File: src/rtl/irq_timer_pkg.sv
// irq_timer_pkg: shared register offsets, CTRL bit positions, mode codes and FSM encodings
package irq_timer_pkg;
  localparam logic [1:0] OFF_CTRL = 2'd0;
  localparam logic [1:0] OFF_PRESET = 2'd1;
  localparam logic [1:0] OFF_COUNT = 2'd2;
  localparam int CTRL_EN = 0;
  localparam int CTRL_MODE_LO = 1;
  localparam int CTRL_MODE_HI = 2;
  localparam int CTRL_IM = 3;
  localparam logic [1:0] MODE_ONESHOT = 2'd0;
  localparam logic [1:0] MODE_PERIODIC = 2'd1;
  localparam logic [1:0] ST_IDLE = 2'd0;
  localparam logic [1:0] ST_LOAD = 2'd1;
  localparam logic [1:0] ST_CNT = 2'd2;
  localparam logic [1:0] ST_INT = 2'd3;
endpackage

File: src/rtl/irq_timer.sv
// irq_timer: memory-mapped countdown timer (CTRL/PRESET/COUNT) raising irq to one CP0 HWInt bit; ports clk, reset, addr, we, wdata, rdata, irq
module irq_timer
  import irq_timer_pkg::*;
#(
  parameter logic [31:0] PRESET_RST = 32'h0000_0000
) (
  input  logic        clk,
  input  logic        reset,
  input  logic [1:0]  addr,
  input  logic        we,
  input  logic [31:0] wdata,
  output logic [31:0] rdata,
  output logic        irq
);
  logic [3:0] ctrl;
  logic [31:0] preset, count;
  logic [1:0] state, mode;
  logic pending, en, wr_ctrl, wr_preset;
  assign en = ctrl[CTRL_EN];
  assign mode = ctrl[CTRL_MODE_HI:CTRL_MODE_LO];
  assign wr_ctrl = we && addr == OFF_CTRL;
  assign wr_preset = we && addr == OFF_PRESET;
  always_ff @(posedge clk) begin
    if (reset) begin
      ctrl <= '0;
      preset <= PRESET_RST;
      count <= '0;
      state <= ST_IDLE;
      pending <= 1'b0;
    end else begin
      case (state)
        ST_IDLE: if (en) state <= ST_LOAD;
        ST_LOAD: begin
          count <= preset;
          state <= ST_CNT;
        end
        ST_CNT:
          if (!en) state <= ST_IDLE;
          else if (count == '0) begin
            state <= ST_INT;
            pending <= 1'b1;
          end else count <= count - 32'd1;
        default:
          if (mode == MODE_PERIODIC) begin
            pending <= 1'b0;
            state <= ST_LOAD;
          end else begin
            ctrl[CTRL_EN] <= 1'b0;
            state <= ST_IDLE;
          end
      endcase
      // a CTRL write overrides the FSM's own En clear and always acknowledges pending
      if (wr_ctrl) begin
        ctrl <= wdata[3:0];
        pending <= 1'b0;
      end
      if (wr_preset) preset <= wdata;
    end
  end
  always_comb begin
    rdata = addr == OFF_CTRL ? {28'd0, ctrl} :
            addr == OFF_PRESET ? preset :
            addr == OFF_COUNT ? count : 32'd0;
  end
  assign irq = pending & ctrl[CTRL_IM];
endmodule
File: config.mk
export PLATFORM = sky130hd
export DESIGN_NAME = irq_timer
export DESIGN_NICKNAME = d
export VERILOG_FILES = /design/src/rtl/irq_timer_pkg.sv /design/src/rtl/irq_timer.sv
export SDC_FILE = /design/constraint.sdc
export NUM_CORES = 1
export LEC_CHECK = 0
export CAP_MARGIN = 15
export CORE_MARGIN = 4
export CORE_UTILIZATION = 50
export CTS_CLUSTER_DIAMETER = 120
export DETAILED_ROUTE_END_ITERATION = 6
export PLACE_DENSITY = 0.78
export SLEW_MARGIN = 20
export SYNTH_ARGS = -nofsm -noshare
export SYNTH_HDL_FRONTEND = slang
export SYNTH_SLANG_ARGS = --single-unit
File: constraint.sdc
create_clock -name clk -period 4.7 [get_ports clk]
set_clock_uncertainty 0.15 [all_clocks]
set_input_delay 0.94 -clock clk [delete_from_list [all_inputs] [get_ports clk]]
set_output_delay 0.94 -clock clk [all_outputs]
set_load 0.01 [all_outputs]
---- Yosys cells after proc, flatten, opt, wreduce, memory -nomap -nowiden ----
Index checks and enable logic that the tools add are counted.
W data, S select, Z words.
storage, ports and cells
  register bits ........................... 71
  latch bits .............................. 0
  RAM bits ................................ 0
  ROM bits ................................ 0
  bits of input ports ..................... 37
  output and inout bits ................... 33
  word-level logic and storage cells ...... 53
  memories kept ........................... 0
cells by class
  add/sub/neg operators ................... 1
  multiply operators ...................... 0
  divide/modulo/power cells ............... 0
  order comparisons ....................... 0
  equality and inequality tests ........... 12
  shifts and indexed selects .............. 0
  mux-type cells .......................... 18
  bitwise operators ....................... 2
  reductions and logical operators ........ 14
operators by type and width
  kind                     count
  $mux W32                 5
  $pmux W32 S2             1
  $logic_not A32 Y1        1
  $sub A32 B1 Y32 const B  1
  $ne A2 B2 Y1 const B     5
  $mux W1                  7
  $eq A2 B1 Y1 const B     3
  $mux W2                  3
  $pmux W2 S3              1
  $eq A2 B2 Y1 const B     2
  $logic_not A2 Y1         2
  $reduce_and A2 Y1        2
  $reduce_and A4 Y1        1
  $reduce_bool A2 Y1       2
  $reduce_or A2 Y1         2
  $ne A3 B3 Y1 const B     1
  $reduce_and A3 Y1        1
  $reduce_or A3 Y1         1
  $logic_and A1 B1 Y1      2
  $ne A2 B1 Y1 const B     1
  $pmux W1 S2              1
  $and A1 B1 Y1            1
  $not A1 Y1               1

---- Depth between registers and ports, before layout ----
Gate-level depths: netlist of the first run.
  depth after elaboration ................. 4
  gate-level depth with buffers ........... 13
  mapped depth without buffers ............ 8

---- Worst setup path before layout of the first run ----
OpenSTA, ideal clock, no wires.
  kind .................................... register to register
  start ................................... register count[0]
  end ..................................... register count[19]
  arrival time ............................ 3020 ps
  slack ................................... 1402 ps
  stages on the path, launching flop included .. 13
  cell sequence ........................... dfxtp_1 -> clkbuf_1 -> inv_1 -> ha_1 -> or4b_1 -> buf_2 -> or4b_1 -> buf_2 -> or4_4 -> a31oi_4 -> buf_6 -> a2bb2oi_1 -> nor2_1
between the ends
  word-level cells in the longest chain between the ends .. 4
  elaborated cells between the ends (all ways) .. 7
  those cells by class .................... 1 x add/sub; 1 x eq/ne; 3 x mux; 2 x reduce/logical
ends and longest elaborated chain
  what                    line             text
  from (decl)             irq_timer.sv:16  logic [31:0] preset, count;
  from (signal assigned)  irq_timer.sv:34  count <= preset;
  from (signal assigned)  irq_timer.sv:42  end else count <= count - 32'd1;
  $sub A32 B1 Y32         irq_timer.sv:42
  $mux W32                irq_timer.sv:39  else if (count == '0) begin
  $mux W32                irq_timer.sv:38  if (!en) state <= ST_IDLE;
  $pmux W32 S2            irq_timer.sv:31  case (state)
Parallel ways exist; a longest one is shown, timed or not. The select of a mux whose other input is x is not followed.
A chain may end at the register's enable or synchronous reset.

---- Worst setup path after layout of the first run ----
  start ................................... input addr[1]
  end ..................................... output rdata[24]
between the ends
  word-level cells in the longest chain between the ends .. 4
  elaborated cells between the ends (all ways) .. 6
  those cells by class .................... 2 x eq/ne; 3 x mux; 1 x reduce/logical
ends and longest elaborated chain
  what          line             text
  from (decl)   irq_timer.sv:9   input logic [1:0] addr,
  $eq A2 B2 Y1  irq_timer.sv:63  addr == OFF_COUNT ? count : 32'd0;
  $mux W32      irq_timer.sv:63
  $mux W32      irq_timer.sv:62  addr == OFF_PRESET ? preset :
  $mux W32 *    irq_timer.sv:61  rdata = addr == OFF_CTRL ? {28'd0, ctrl} :
  to (decl)     irq_timer.sv:12  output logic [31:0] rdata,
Mark *: on every way between the ends. The rest lies on a longest branch, timed or not.

==> results.ini, run 1 <==
[route]
drtAntennaViolNets=0
vias=3996
drt-initial-drc-count=259
drc=0
viasPerCell=5.96
wire_per_inst_um=15.6
drt_wl_total_mm=10.4
drt_first_pass_iters=5

[timing]
slew_headroom_pct=33.4
fin_crit_ns=3.89
setup_tns_ns=0
max_freq_ghz=0.257
slew_viol_final=0
rsz0062_at_grt=false
worst_pin_slew_ns=0.999
hold_viol_final=0
fin_crit_sh_pct=82.8
setup_viol=0

[floorplanning]
io_pins=70
core_um2=7330
rows=31
start_util_pct=52.2
die_x_um=95.5
dieArea_um2=9120
die_h_um=95.5

[yosys]
yosysWarnings=0
synth_top_area_share_pct=37.1
synth-async-reset-ratio_pct=0
synth-edff-count=0
syn-num-nets=562
synth_seq_area_share_pct=37.1
yosys.area.top_type=dfxtp_1
synth_flop_cell=dfxtp_1
syn_inst=524
synth_xor_area_share_pct=0
synth_area_leaders=dfxtp_1 (37%), nand2_1 (12%), a21oi_1 (7.6%), a22o_1 (7.3%), o21ai_0 (5.8%)
synth.distinct_cells=45
synth_top_family_by_area=compound AO/OA/AOI/OAI gates
ys_ff_latch=71
synth_area_um2=3830
muxShareOfSynthArea_pct=1.83
yosys.area_share.simple_pct=25.8
syn_area_per_cell_um2=7.31
synth-compound-area-share_pct=29.8
synthAdderAreaFrac_pct=0.327

[hold_path]
min_to=preset[16]$_SDFFE_PP0P_
min_path_cells=2
hold_path_class=reg -> reg
hp-start=preset[16]$_SDFFE_PP0P_

[critical_path]
critPathLaunchType=primary input
crit_fanout=13
reg2regPathDepth=8
r2r-start=count[0]$_SDFFE_PP0P_
crit_required_ns=3.61
path_cells=clkdlybuf4s50_1, nor2b_2, buf_4, a22o_1, clkdlybuf4s50_1
crit_family=buffers and inverters
rrSetupSlack_ns=1.03
crit_path_top_delay_cell=clkdlybuf4s50_1
worstPathArrival_ns=2.80
endpoint_kind=primary output
crit_buf_inv=3
critPathMostFrequentCell=clkdlybuf4s50_1
worstReg2RegEnd=count[24]$_SDFFE_PP0P_
critPathMaxStageDelay_ns=0.68
path_class=in -> out

[status]
status=finished, final reports clean

[clock_network]
post_cts_buffers=0
root_buffer=clkbuf_8
ctsHoldBuffers=0
cts_inserted_buffers=9
clock_path_buffers=2
clkTransAtPathRegs_ns=0.07
cts_tree=yes
cts_sinks=71
post_cts_resized=0
cts_htree_levels=3
clk_latency_ns=0.34

[layout]
syn_to_final_growth_pct=23.5
fin_cells=670
final_cell_mix=nand2_1 (119), dfxtp_1 (71), clkdlybuf4s50_1 (68), a21oi_1 (58), o21ai_0 (44)
diodes=0
final_common_cell=nand2_1
nFillCells=658
drive_above_1_share_pct=5.95
layout.nets=604

[place]
post-dp-hpwl_mm=6.99
io_buffers=69
placed_cells=654
gp_congestion=0.870

[power_and_ir_drop]
leakagePower_nw=1.66
power_per_cell_area_nw_per_um2=269
peakVddDrop_uv=159

[grt]
grt_max_degree=54
grt_pass1_vias=3635
antenna_found_initial=0
grt_pass1_wl_mm=17.4
grt_use_total_pct=23.7
overflow=0

[job]
drv_cap=0

[Yosys cell counts (3+ instances only)]
master     number
nand2_1       120
dfxtp_1        71
a21oi_1        58
o21ai_0        44
clkbuf_1       41
nor2_1         36
a22o_1         32
a22oi_1        15
nor3_1         14
nor4_1         12
mux2i_1         7
or3_1           7
nor2b_1         6
o41ai_1         6
o31ai_1         5
and2_1          4
nand2b_1        4
a2bb2oi_1       3
buf_1           3
inv_1           3
or4_1           3
[state kept, by name, indices dropped and copies added (netlist names)]
register	flops
pending	1
preset	32
count	32
state	2
ctrl	4
[logic make-up (layout without fill, tap and decap cells)]
family                   Yosys count  in the layout
flip-flops                        71             71
AND/OR/NAND/NOR                  219            219
AO/OA/AOI/OAI                    176            176
multiplexers                       7              7
buffers and inverters             50             97
adder cells (fa/ha/maj)            1              1
[layer usage]
metal	global-route usage [%]	vias to the layer above	share of wire [%]
li1	-	1966	-
met1	32.5	1866	46
met2	37.7	158	47
met3	6.16	6	7.2
met4	5.09	0	0.55
met5	0	-	0
[how the worst max path moves through the flow]
| stage | start | end | slack [ns] | cells past startpoint |
|---|---|---|---|---|
| floorplan | count[0]$_SDFFE_PP0P_ | count[19]$_SDFFE_PP0P_ | 1.40 | 12 |
| global placement | addr[1] | rdata[18] | 0.85 | 5 |
| detailed placement | addr[1] | rdata[15] | 0.82 | 5 |
| CTS | addr[1] | rdata[15] | 0.80 | 5 |
| global route | addr[0] | rdata[3] | 0.66 | 6 |
| finish | addr[1] | rdata[24] | 0.81 | 5 |
[area by class of cell]
cell class              count  area, um^2  area share [%]
inverters                   3        11.3           0.238
repair buffers             78         753            15.9
clock buffers              11         141            2.99
clock inverters             5        57.6            1.22
flip-flops and latches     71        1420            30.1
multi-input cells         403        2220            46.9
well taps                  99         124            2.62
[power by group]
part           switching, mW  internal, mW
Clock                  0.230         0.259
Sequential            0.0123         0.613
Combinational         0.0876        0.0710
Total                  0.330         0.943
[worst reg2reg max path: stages (launching register included)]
cell,delay (ns)
dfxtp_1,0.40
inv_1,0.09
ha_1,0.20
or4b_1,0.59
or4b_1,0.68
or4_4,0.61
a31oi_4,0.48
o22ai_1,0.17
nor2b_1,0.15
[stage by stage]
step / setup WS (ns) / utilization [%] / hold slack (ns) / power, mW / instance area (um^2)
6_report: 0.806 / 64.5 / 0.322 / 1.27 / 4730
5_1_grt: 0.661 / 64.5 / 0.350 / 1.33 / 4730
4_1_cts: 0.802 / 64.5 / 0.323 / 1.28 / 4730
3_5_place_dp: 0.817 / 61.8 / 0.312 / 0.796 / 4530
3_3_place_gp: 0.852 / 61.8 / 0.311 / 0.793 / 4530
2_1_floorplan: 1.40 / - / 0.294 / 0.734 / 3830
No activity file was read; power rests on OpenSTA's default activity.
==> run 2, diff against run 1 <==
==> constraint.sdc (replaced) <==
create_clock -name clk -period 3.9 [get_ports clk]
set_clock_uncertainty 0.15 [all_clocks]
set_input_delay 0.78 -clock clk [delete_from_list [all_inputs] [get_ports clk]]
set_output_delay 0.78 -clock clk [all_outputs]
set_load 0.01 [all_outputs]
==> run 2 against run 1 <==
Against the previous run:
- non-clock buffer count rose by 4
- sequential share of layout area fell by 0.33 points
- clock power rose by 36%
- largest cell class unchanged
- largest power group unchanged
==> results.ini, run 2 (synthesis gave the netlist of run 1 again) <==
[status]
status=finished, final reports clean  ; unchanged

[grt]
grt_pass1_wl_mm=17.7  ; was 17.4 mm
grt_use_total_pct=24.4  ; was 23.7%
grt_pass1_vias=3689  ; was 3635
grt_max_degree=50  ; was 54
overflow=0  ; unchanged
antenna_found_initial=0  ; unchanged

[clock_network]
ctsHoldBuffers=0  ; unchanged
cts_tree=yes  ; unchanged
cts_sinks=71  ; unchanged
post_cts_buffers=0  ; unchanged
clk_latency_ns=0.35  ; was 0.34 ns
clkTransAtPathRegs_ns=0.08  ; was 0.07 ns
root_buffer=clkbuf_8  ; unchanged
post_cts_resized=0  ; unchanged
clock_path_buffers=2  ; unchanged
cts_htree_levels=3  ; unchanged
cts_inserted_buffers=9  ; unchanged

[timing]
fin_crit_sh_pct=89.3
max_freq_ghz=0.287
hold_viol_final=0  ; unchanged
rsz0062_at_grt=false  ; unchanged
slew_headroom_pct=37.3  ; was 33.4%
setup_tns_ns=0  ; unchanged
setup_viol=0  ; unchanged
slew_viol_final=0  ; unchanged
worst_pin_slew_ns=0.939  ; was 0.999 ns
fin_crit_ns=3.48

[critical_path]
critPathMaxStageDelay_ns=0.64  ; was 0.68 ns
endpoint_kind=register  ; was primary output
path_class=reg -> reg  ; was in -> out
worstPathArrival_ns=3.61  ; was 2.80 ns
critPathLaunchType=register  ; was primary input
crit_path_top_delay_cell=or4b_1  ; was clkdlybuf4s50_1
crit_fanout=15  ; was 13
crit_required_ns=4.02  ; was 3.61 ns
path_cells=inv_1, ha_1, or4b_1, or4b_1, or4_4, a31oi_4, o21ai_0, a21oi_1  ; was clkdlybuf4s50_1, nor2b_2, buf_4, a22o_1, clkdlybuf4s50_1
critPathMostFrequentCell=or4b_1  ; was clkdlybuf4s50_1

[route]
drt_wl_total_mm=10.7  ; was 10.4 mm
drc=0  ; unchanged
drt-initial-drc-count=309  ; was 259
viasPerCell=5.99  ; was 5.96
vias=4038  ; was 3996
wire_per_inst_um=15.9  ; was 15.6 um
drtAntennaViolNets=0  ; unchanged
drt_first_pass_iters=5  ; unchanged

[floorplanning]
dieArea_um2=9120  ; unchanged
start_util_pct=52.2  ; unchanged
die_h_um=95.5  ; unchanged
core_um2=7330  ; unchanged
io_pins=70  ; unchanged
die_x_um=95.5  ; unchanged
rows=31  ; unchanged

[place]
post-dp-hpwl_mm=7.38  ; was 6.99 mm
gp_congestion=0.898  ; was 0.870
io_buffers=69  ; unchanged

[power_and_ir_drop]
peakVddDrop_uv=180  ; was 159 uV
finalPower_mw=1.62  ; was 1.27 mW
leakagePower_nw=1.71  ; was 1.66 nW
power_per_cell_area_nw_per_um2=338  ; was 269 nW/um^2

[hold_path]
hold_path_class=reg -> reg  ; unchanged

[layout]
final_cell_mix=nand2_1 (120), dfxtp_1 (71), clkdlybuf4s50_1 (68), a21oi_1 (58), o21ai_0 (44)  ; was nand2_1 (119), dfxtp_1 (71), clkdlybuf4s50_1 (68), a21oi_1 (58), o21ai_0 (44)
layout.nets=608  ; was 604
final_common_cell=nand2_1  ; unchanged
drive_above_1_share_pct=6.26  ; was 5.95%
top_regs=count x32, preset x32, ctrl x4  ; unchanged
diodes=0  ; unchanged
nFillCells=657  ; was 658
syn_to_final_growth_pct=24.9  ; was 23.5%

[job]
drv_cap=0  ; unchanged

## run 2: metrics by stage
| stage | cells | area (um^2) | hold slack [ns] | util [%] | setup WS (ns) |
|---|---|---|---|---|---|
| finish | 674 | 4780 | 0.316 | 65.2 | 0.417 |
| global route | 674 | 4780 | 0.342 | 65.2 | 0.220 |
| CTS | 674 | 4780 | 0.318 | 65.2 | 0.421 |
| detailed placement | 658 | 4560 | 0.311 | 62.2 | 0.435 |
| global placement | 658 | 4560 | 0.306 | 62.2 | 0.463 |
| floorplan | 524 | 3830 | 0.294 | - | 0.602 |
## run 2: layer usage
metal  vias up  share of wire (%)  GRT usage, %  wire length (um)
met4         0                1.5          8.89               156
met2       157                 45          38.3              4820
met3        13                7.4          3.79               789
met5         -                  0             0                 0
met1      1894                 46          34.0              4940
li1       1974                  -             -                 -
## run 2: critical path: cells and delay by family, from the launching register on
family	cells	cell delay, ns
AND/OR/NAND/NOR	3	1.75
flip-flops	1	0.39
adder cells (fa/ha/maj)	1	0.20
AO/OA/AOI/OAI	3	0.82
buffers and inverters	1	0.09
## run 2: power breakdown
group,internal [mW],leakage [nW],switching (mW)
clock,0.395,0.114,0.269
sequential,0.739,0.574,0.0146
combinational,0.0886,1.02,0.109
total,1.22,1.71,0.392
## run 2: path summary, 6_finish.rpt
| check | from | to | slack, ns | depth (start not counted) |
|---|---|---|---|---|
| max | count[0]$_SDFFE_PP0P_ | count[4]$_SDFFE_PP0P_ | 0.42 | 8 |
| min | preset[23]$_SDFFE_PP0P_ | preset[23]$_SDFFE_PP0P_ | 0.32 | 2 |
| max reg2reg | count[0]$_SDFFE_PP0P_ | count[4]$_SDFFE_PP0P_ | 0.42 | 8 |
| min reg2reg | preset[23]$_SDFFE_PP0P_ | preset[23]$_SDFFE_PP0P_ | 0.32 | 2 |
## run 2: area by class of cell
cell class / count / area [um^2] / share of cell area, %
Timing Repair Buffer: 82 / 783 / 16.4
Clock buffer: 13 / 159 / 3.32
Tap cell: 99 / 124 / 2.59
Sequential cell: 71 / 1420 / 29.7
Clock inverter: 3 / 65.1 / 1.36
Inverter: 3 / 11.3 / 0.236
Multi-Input combinational cell: 403 / 2220 / 46.4
==> run 3, diff against run 2 <==
--- a/config.mk
+++ b/config.mk
@@ -5,7 +5,7 @@
 export SDC_FILE = /design/constraint.sdc
 export NUM_CORES = 1
 export LEC_CHECK = 0
-export CAP_MARGIN = 15
+export CAP_MARGIN = 25
 export CORE_MARGIN = 4
 export CORE_UTILIZATION = 50
 export CTS_CLUSTER_DIAMETER = 120
==> results of run 3 <==
No change in the layout: final DEF, timing and power equal those of run 2.
